===== config.mk =====
export PLATFORM = sky130hd
export DESIGN_NAME = fetch_queue
export DESIGN_NICKNAME = d
export VERILOG_FILES = /design/src/rtl/riscv_pkg.sv /design/src/rtl/fetch_predecode.sv /design/src/rtl/fetch_queue.sv
export SDC_FILE = /design/constraint.sdc
export NUM_CORES = 1
export LEC_CHECK = 0
export ABC_AREA = 1
export CAP_MARGIN = 0
export CORE_MARGIN = 1
export CORE_UTILIZATION = 50
export CTS_CLUSTER_SIZE = 30
export DETAILED_ROUTE_END_ITERATION = 10
export GPL_ROUTABILITY_DRIVEN = 1
export PLACE_DENSITY = 0.77
export SKIP_CTS_REPAIR_TIMING = 1
export SLEW_MARGIN = 25
export SYNTH_ARGS = -nofsm -noshare
export SYNTH_HDL_FRONTEND = slang
export SYNTH_SLANG_ARGS = --single-unit

===== constraint.sdc =====
create_clock -name clk_i -period 1.8 [get_ports clk_i]
set_clock_uncertainty 0.1 [all_clocks]
set_input_delay 0.45 -clock clk_i [delete_from_list [all_inputs] [get_ports clk_i]]
set_output_delay 0.45 -clock clk_i [all_outputs]
set_load 0.03 [all_outputs]

===== src/rtl/riscv_pkg.sv =====
// Shared RISC-V front-end types and constants: XLEN, NOP encoding,
// control-flow opcodes and the fetch queue entry layout.
package riscv_pkg;

  localparam int XLEN = 32;

  localparam logic [31:0] NOP_INSTR = 32'h0000_0013;

  localparam logic [6:0] OPC_JAL    = 7'b1101111;
  localparam logic [6:0] OPC_JALR   = 7'b1100111;
  localparam logic [6:0] OPC_BRANCH = 7'b1100011;

  typedef struct packed {
    logic [XLEN-1:0] pc;
    logic [31:0]     instr;
    logic            ctrl_flow;
  } fetch_entry_t;

endpackage


===== src/rtl/fetch_predecode.sv =====
// Flags JAL/JALR/BRANCH opcodes; purely combinational, zero latency.
// No handshake: the result is consumed in the same cycle as the opcode.
module fetch_predecode
  import riscv_pkg::*;
(
  input  logic [6:0] opcode,
  output logic       ctrl_flow
);

  assign ctrl_flow = (opcode == OPC_JAL) || (opcode == OPC_JALR) ||
                     (opcode == OPC_BRANCH);

endmodule


===== src/rtl/fetch_queue.sv =====
// Fetch-to-decode instruction queue; 1 cycle push-to-head latency.
// in_ready_o drops only when full (never looks at out_ready_i); flush empties in one cycle.
// Optional predecode flag storage enabled by FETCH_QUEUE_PREDECODE_EN.
module fetch_queue
  import riscv_pkg::*;
#(
  parameter int DEPTH = 2
) (
  input  logic                       clk_i,
  input  logic                       rstn_i,
  input  logic                       in_valid_i,
  input  logic [XLEN-1:0]            in_pc_i,
  input  logic [31:0]                in_instr_i,
  output logic                       in_ready_o,
  output logic                       out_valid_o,
  output logic [XLEN-1:0]            out_pc_o,
  output logic [31:0]                out_instr_o,
  output logic                       out_ctrl_flow_o,
  input  logic                       out_ready_i,
  input  logic                       flush_i,
  output logic [$clog2(DEPTH):0]     count_o
);

  localparam int PW = $clog2(DEPTH);
  localparam int CW = PW + 1;
  localparam logic [CW-1:0] FULL_CNT = CW'(DEPTH);

  if (DEPTH < 2 || (DEPTH & (DEPTH - 1)) != 0) begin : g_bad_depth
    $error("fetch_queue: DEPTH must be a power of two and >= 2");
  end

  logic [PW-1:0]   rd_ptr, wr_ptr;
  logic [CW-1:0]   count;
  logic [XLEN-1:0] pc_q    [DEPTH];
  logic [31:0]     instr_q [DEPTH];
  logic            push, pop;
  fetch_entry_t    head;

  assign in_ready_o  = (count != FULL_CNT);
  assign out_valid_o = (count != '0);
  assign push        = in_valid_i && in_ready_o && !flush_i;
  assign pop         = out_valid_o && out_ready_i && !flush_i;

  always_ff @(posedge clk_i or negedge rstn_i) begin
    if (!rstn_i) begin
      rd_ptr <= '0;
      wr_ptr <= '0;
      count  <= '0;
    end else if (flush_i) begin
      rd_ptr <= '0;
      wr_ptr <= '0;
      count  <= '0;
    end else begin
      if (push) wr_ptr <= wr_ptr + PW'(1);
      if (pop)  rd_ptr <= rd_ptr + PW'(1);
      case ({push, pop})
        2'b10:   count <= count + CW'(1);
        2'b01:   count <= count - CW'(1);
        default: count <= count;
      endcase
    end
  end

  // Flush leaves entry contents alone; only pointers and occupancy clear.
  always_ff @(posedge clk_i or negedge rstn_i) begin
    if (!rstn_i) begin
      for (int i = 0; i < DEPTH; i++) begin
        pc_q[i]    <= '0;
        instr_q[i] <= NOP_INSTR;
      end
    end else if (push) begin
      pc_q[wr_ptr]    <= in_pc_i;
      instr_q[wr_ptr] <= in_instr_i;
    end
  end

`ifdef FETCH_QUEUE_PREDECODE_EN
  logic             in_ctrl_flow;
  logic [DEPTH-1:0] cf_q;

  fetch_predecode u_predecode (
    .opcode    (in_instr_i[6:0]),
    .ctrl_flow (in_ctrl_flow)
  );

  always_ff @(posedge clk_i or negedge rstn_i) begin
    if (!rstn_i)   cf_q         <= '0;
    else if (push) cf_q[wr_ptr] <= in_ctrl_flow;
  end

  assign head = '{pc: pc_q[rd_ptr], instr: instr_q[rd_ptr], ctrl_flow: cf_q[rd_ptr]};
`else
  assign head = '{pc: pc_q[rd_ptr], instr: instr_q[rd_ptr], ctrl_flow: 1'b0};
`endif

  assign out_pc_o        = head.pc;
  assign out_instr_o     = head.instr;
  assign out_ctrl_flow_o = head.ctrl_flow;
  assign count_o         = count;

endmodule


Yosys cells after proc, flatten, opt, wreduce, memory -nomap -nowiden
Index checks and enable logic that the tools add are counted.

word-level totals
  register bits = 132
  logic and storage cells = 45
  input port bits = 69
  output and inout port bits = 69

cells by class
  equal/unequal tests = 3
  order comparisons = 3
  mux-type cells = 16
  bitwise logic cells = 2
  add/sub/neg operators = 4
  reductions and logical operators = 10

operators with widths
  cell                 number
  $mux 32              7
  $bwmux 64            2
  $demux 32 s1         1
  $reduce_bool 2->1    3
  $logic_and 1x1->1    5
  $ge 2x2->1 const B   2
  $mux 1               4
  $not 1->2            2
  $pmux 2 s2           1
  $reduce_bool 3->1    1
  $add 1x1->1 const B  2
  $add 2x1->2 const B  1
  $eq 2x1->1 const B   1
  $eq 2x2->1 const B   1
  $lt 2x1->1 const B   1
  $mux 2               1
  $ne 2x2->1 const B   1
  $sub 2x1->2 const B  1
  $logic_not 1->1      1

Logic depth before layout (Yosys ltp)
Gate-level depths: netlist of run 1.

  depth after elaboration = 6
  mapped depth = 9
  gate-level depth less buffers = 8

Worst setup path before layout of run 1
OpenSTA, ideal clock, no wires.

  path type = reg2out
  from = register rd_ptr
  to = output out_instr_o[0]
  slack = -0.009 ns
  buffers on the path = 2
  arrival time = 1.259 ns
  required time = 1.250 ns
  stages on the path, launching flop included = 6
  cell sequence = dfrtp_1 inv_1 clkbuf_1 buf_1 nand2_1 nand2_1

between the ends
  longest elaborated chain between the ends = 4

RTL lines
  element                                     line               text
  from (decl)                                 fetch_queue.sv:32  logic [PW-1:0] rd_ptr, wr_ptr;
  from (signal assigned)                      fetch_queue.sv:55  if (pop) rd_ptr <= rd_ptr + PW'(1);
  $not 1->2 (not written as such)             fetch_queue.sv:93  assign head = '{pc: pc_q[rd_ptr], instr: instr_q[rd_ptr], ctrl_flow: 1'b0};
  $mux 32 (not written as such) (3 in a row)  fetch_queue.sv:93
  to (decl)                                   fetch_queue.sv:17  output logic [31:0] out_instr_o,

No other way between the ends. The select of a mux whose other input is x is not followed.

Final worst setup path of run 1
  from = register rd_ptr
  to = output out_pc_o[2]

between the ends
  longest elaborated chain between the ends = 4

RTL lines
  element                                     line               text
  $not 1->2 (not written as such)             fetch_queue.sv:93
  $mux 32 (not written as such) (3 in a row)  fetch_queue.sv:93
  to (decl)                                   fetch_queue.sv:16  output logic [XLEN-1:0] out_pc_o,

No other way between the ends. The select of a mux whose other input is x is not followed.

==> run summary, run 1 <==
outcome - finished with violations
failing checks - DRC, setup timing
R2R Setup Slk - 0.18 ns
maximum buffer depth of the clock tree - 2
final worst slack - -0.273 ns
Crit path arrival time - 1.52 ns
Post-synth EDFFs - 0
crit share post-route - 1.15
simple-gate share of the synthesized area - 0.216
Peak supply drop - 1.21 mV
row cnt - 39
n_diodes - 0
Slew Limit Fails - 0
CTS Root Cell - clkbuf_16
via density per instance - 5.02
Synth Area in Adders - 0
Tot Pwr - 16.4 mW
count leader, synth - nand2_1
Final Non-Filler Cells - 1,022
R2R depth - 10
Multi-input gate area - 2380 um2
Max Clock Freq - 482 MHz
worst reg2reg path endpoint - instr_q[1]
kind of critical path - flop to primary output
Final setup viols - 64
WP data required - 1.25 ns
clock sink total - 132
nets@finish - 936
Pleak - 4.50 nW
Antenna Nets Post-Route - 0
Skew-Pair Late Insertion Delay - 0.41 ns
share of cells above drive strength 1 - 0.274
Die Footprint - 12,500 um2
Max Cap Viol - 0
Ports - 138
I/O Buffers - 136
post-synth cell types - 20
Post-Synth XOR/XNOR Area - 0
Hold Slack - 0.380 ns
CP max-delay cell - dfrtp_2
Post-DP Area - 7450 um2
Seq cells post-synth - 132
worst min path class - flop to flop
synthesis warning total - 0
CTS tree - done
vias post-DR - 5,135
worst path cell trace - buf_4 -> clkbuf_16 -> nand2_1 -> nand2_1 -> buf_4
first-pass GRT wire length - 23.4 mm
worst-path fanout max - 16
DRC Markers - 10
gpl congestion - 0.787
post-route minimum period - 2.07 ns
Total GRT Usage - 0.238
largest net degree at the start of global routing - 41
total grt overflow - 0
WL final - 14.9 mm
TritonCTS Buffers - 17
Reg clk slew, reported paths - 0.05 ns
Die Y - 112 um
Avg WL per Cell - 14.6 um
cell taking the most area after synthesis - dfrtp_1
critical path's top delay family - buffers and inverters
RSZ-0062 raised after global routing - yes
vias in the first global route - 5,188
1st-iter DRT viols - 298
CP peak stage delay - 0.46 ns
top post-synthesis cells by count - nand2_1 (330), dfrtp_1 (126), inv_1 (72)
Worst Path Buf+Inv - 3
CP Capture Type - primary output
syn nets - 791
average size of a mapped cell - 8.32 um2
Die X - 112 um
final hold vios - 0
setup TNS - -14.90 ns
Critical Path Start Type - flop
Reg area - 3310 um2
Initial Utilization - 0.520
initial antenna violation count - 0
asr flop ratio synth - 1.00
HPWL after DPL - 9.43 mm
area grow syn2layout - 43.6%
Post-Syn Area - 6010 um2
Final Core Density - 0.746
post-synthesis compound-gate area fraction - 0.141
sequential-to-total area share from yosys stat - 0.551
top post-synthesis cells by area - dfrtp_1 (52%), nand2_1 (21%), o21ai_2 (7.3%)
Power Density - 1900 nW/um2
area of the core - 11,600 um2
fill cell count - 800
critical path endpoint - out_pc_o[2]
Critical Path Stages - 5
mux share of post-synthesis cell area - 0
largest family of logic cells by synthesized area - simple AND/OR/NAND/NOR gates
Inst Count DP - 984
Synth Flop Type - dfrtp_1
Final Cell Area - 8630 um2
router iterations before antenna repair - 9
worst reg2reg startpoint - count_o[0]
Crit. Startpoint - rd_ptr
synthesized instance count - 722
worst slack, placed - -0.189 ns
Synth top area share - 0.525
H-tree levels - 4
## flip-flops by register name, indices dropped and copies added, names as in the netlist
name and count:
wr_ptr 1, instr_q 64, count_o 2, rd_ptr 1, pc_q 64
## cells by family (layout without fill, tap and decap cells)
logic type,after synthesis,in the layout
simple gates,341,341
buf+inv,116,273
flops,132,132
compound gates,132,132
other cells,1,1
## placed cells by master (no fill, tap or decap), drive strengths merged, types with 2 or more instances in the layout
| cell | synthesis | routed |
|---|---|---|
| buf | 27 | 94 |
| bufinv | 0 | 3 |
| clkbuf | 16 | 27 |
| clkdlybuf4s50 | 0 | 67 |
| clkinv | 0 | 5 |
| clkinvlp | 0 | 2 |
| dfrtp | 126 | 126 |
| dfstp | 6 | 6 |
| dlymetal6s2s | 0 | 2 |
| inv | 73 | 72 |
| nand2 | 331 | 331 |
| nand3 | 5 | 5 |
| nor2 | 4 | 4 |
| o21ai | 131 | 131 |
## how the worst min path moves through the flow
stage,to,cells after the start,startpoint
global route,pc_q[39],2,pc_q[39]
CTS,instr_q[8],1,rstn_i
finish,instr_q[32],2,instr_q[32]
floorplan,count_o[0],0,rstn_i
detailed placement,instr_q[7],1,rstn_i
global placement,instr_q[7],1,rstn_i
## cell type report
| cell class | count | share of cell area |
|---|---|---|
| flip-flops and latches | 132 | 0.384 |
| clock inverters | 9 | 0.0149 |
| clock buffers | 22 | 0.0538 |
| multi-input cells | 474 | 0.276 |
| repair buffers | 169 | 0.218 |
| inverters | 73 | 0.0323 |
| well taps | 143 | 0.0207 |
## power by group
group	internal (mW)	leakage, nW	total, mW	switching (mW)
clock	2.23	0.286	3.43	1.19
combinational	3.21	2.58	7.63	4.42
sequential	4.43	1.64	5.35	0.912
total	9.88	4.50	16.4	6.53
## routing by layer
layer,routed length (um),track usage,up-vias
met1,6020,0.296,2436
li1,-,-,2508
met4,250,0.0955,0
met3,892,0.0615,19
met5,0,0,-
met2,7710,0.396,172
## worst register-to-register path, stage by stage (launching register included)
cell and delay (ns):
dfrtp_2 0.45, inv_2 0.07, nand2_2 0.04, buf_4 0.13
nand3_2 0.06, buf_4 0.11, inv_1 0.05, nand2_4 0.12
buf_12 0.19, nand2_1 0.10, o21ai_0 0.11
(Power assumes the default switching activity.)
==> inputs of run 2 (changes only) <==
--- a/config.mk
+++ b/config.mk
@@ -9,6 +9,7 @@
 export CAP_MARGIN = 0
 export CORE_MARGIN = 1
 export CORE_UTILIZATION = 50
+export CTS_CLUSTER_DIAMETER = 60
 export CTS_CLUSTER_SIZE = 30
 export DETAILED_ROUTE_END_ITERATION = 10
 export GPL_ROUTABILITY_DRIVEN = 1
==> results of run 2 <==
Final layout, timing and power as in run 1 (identical DEF).
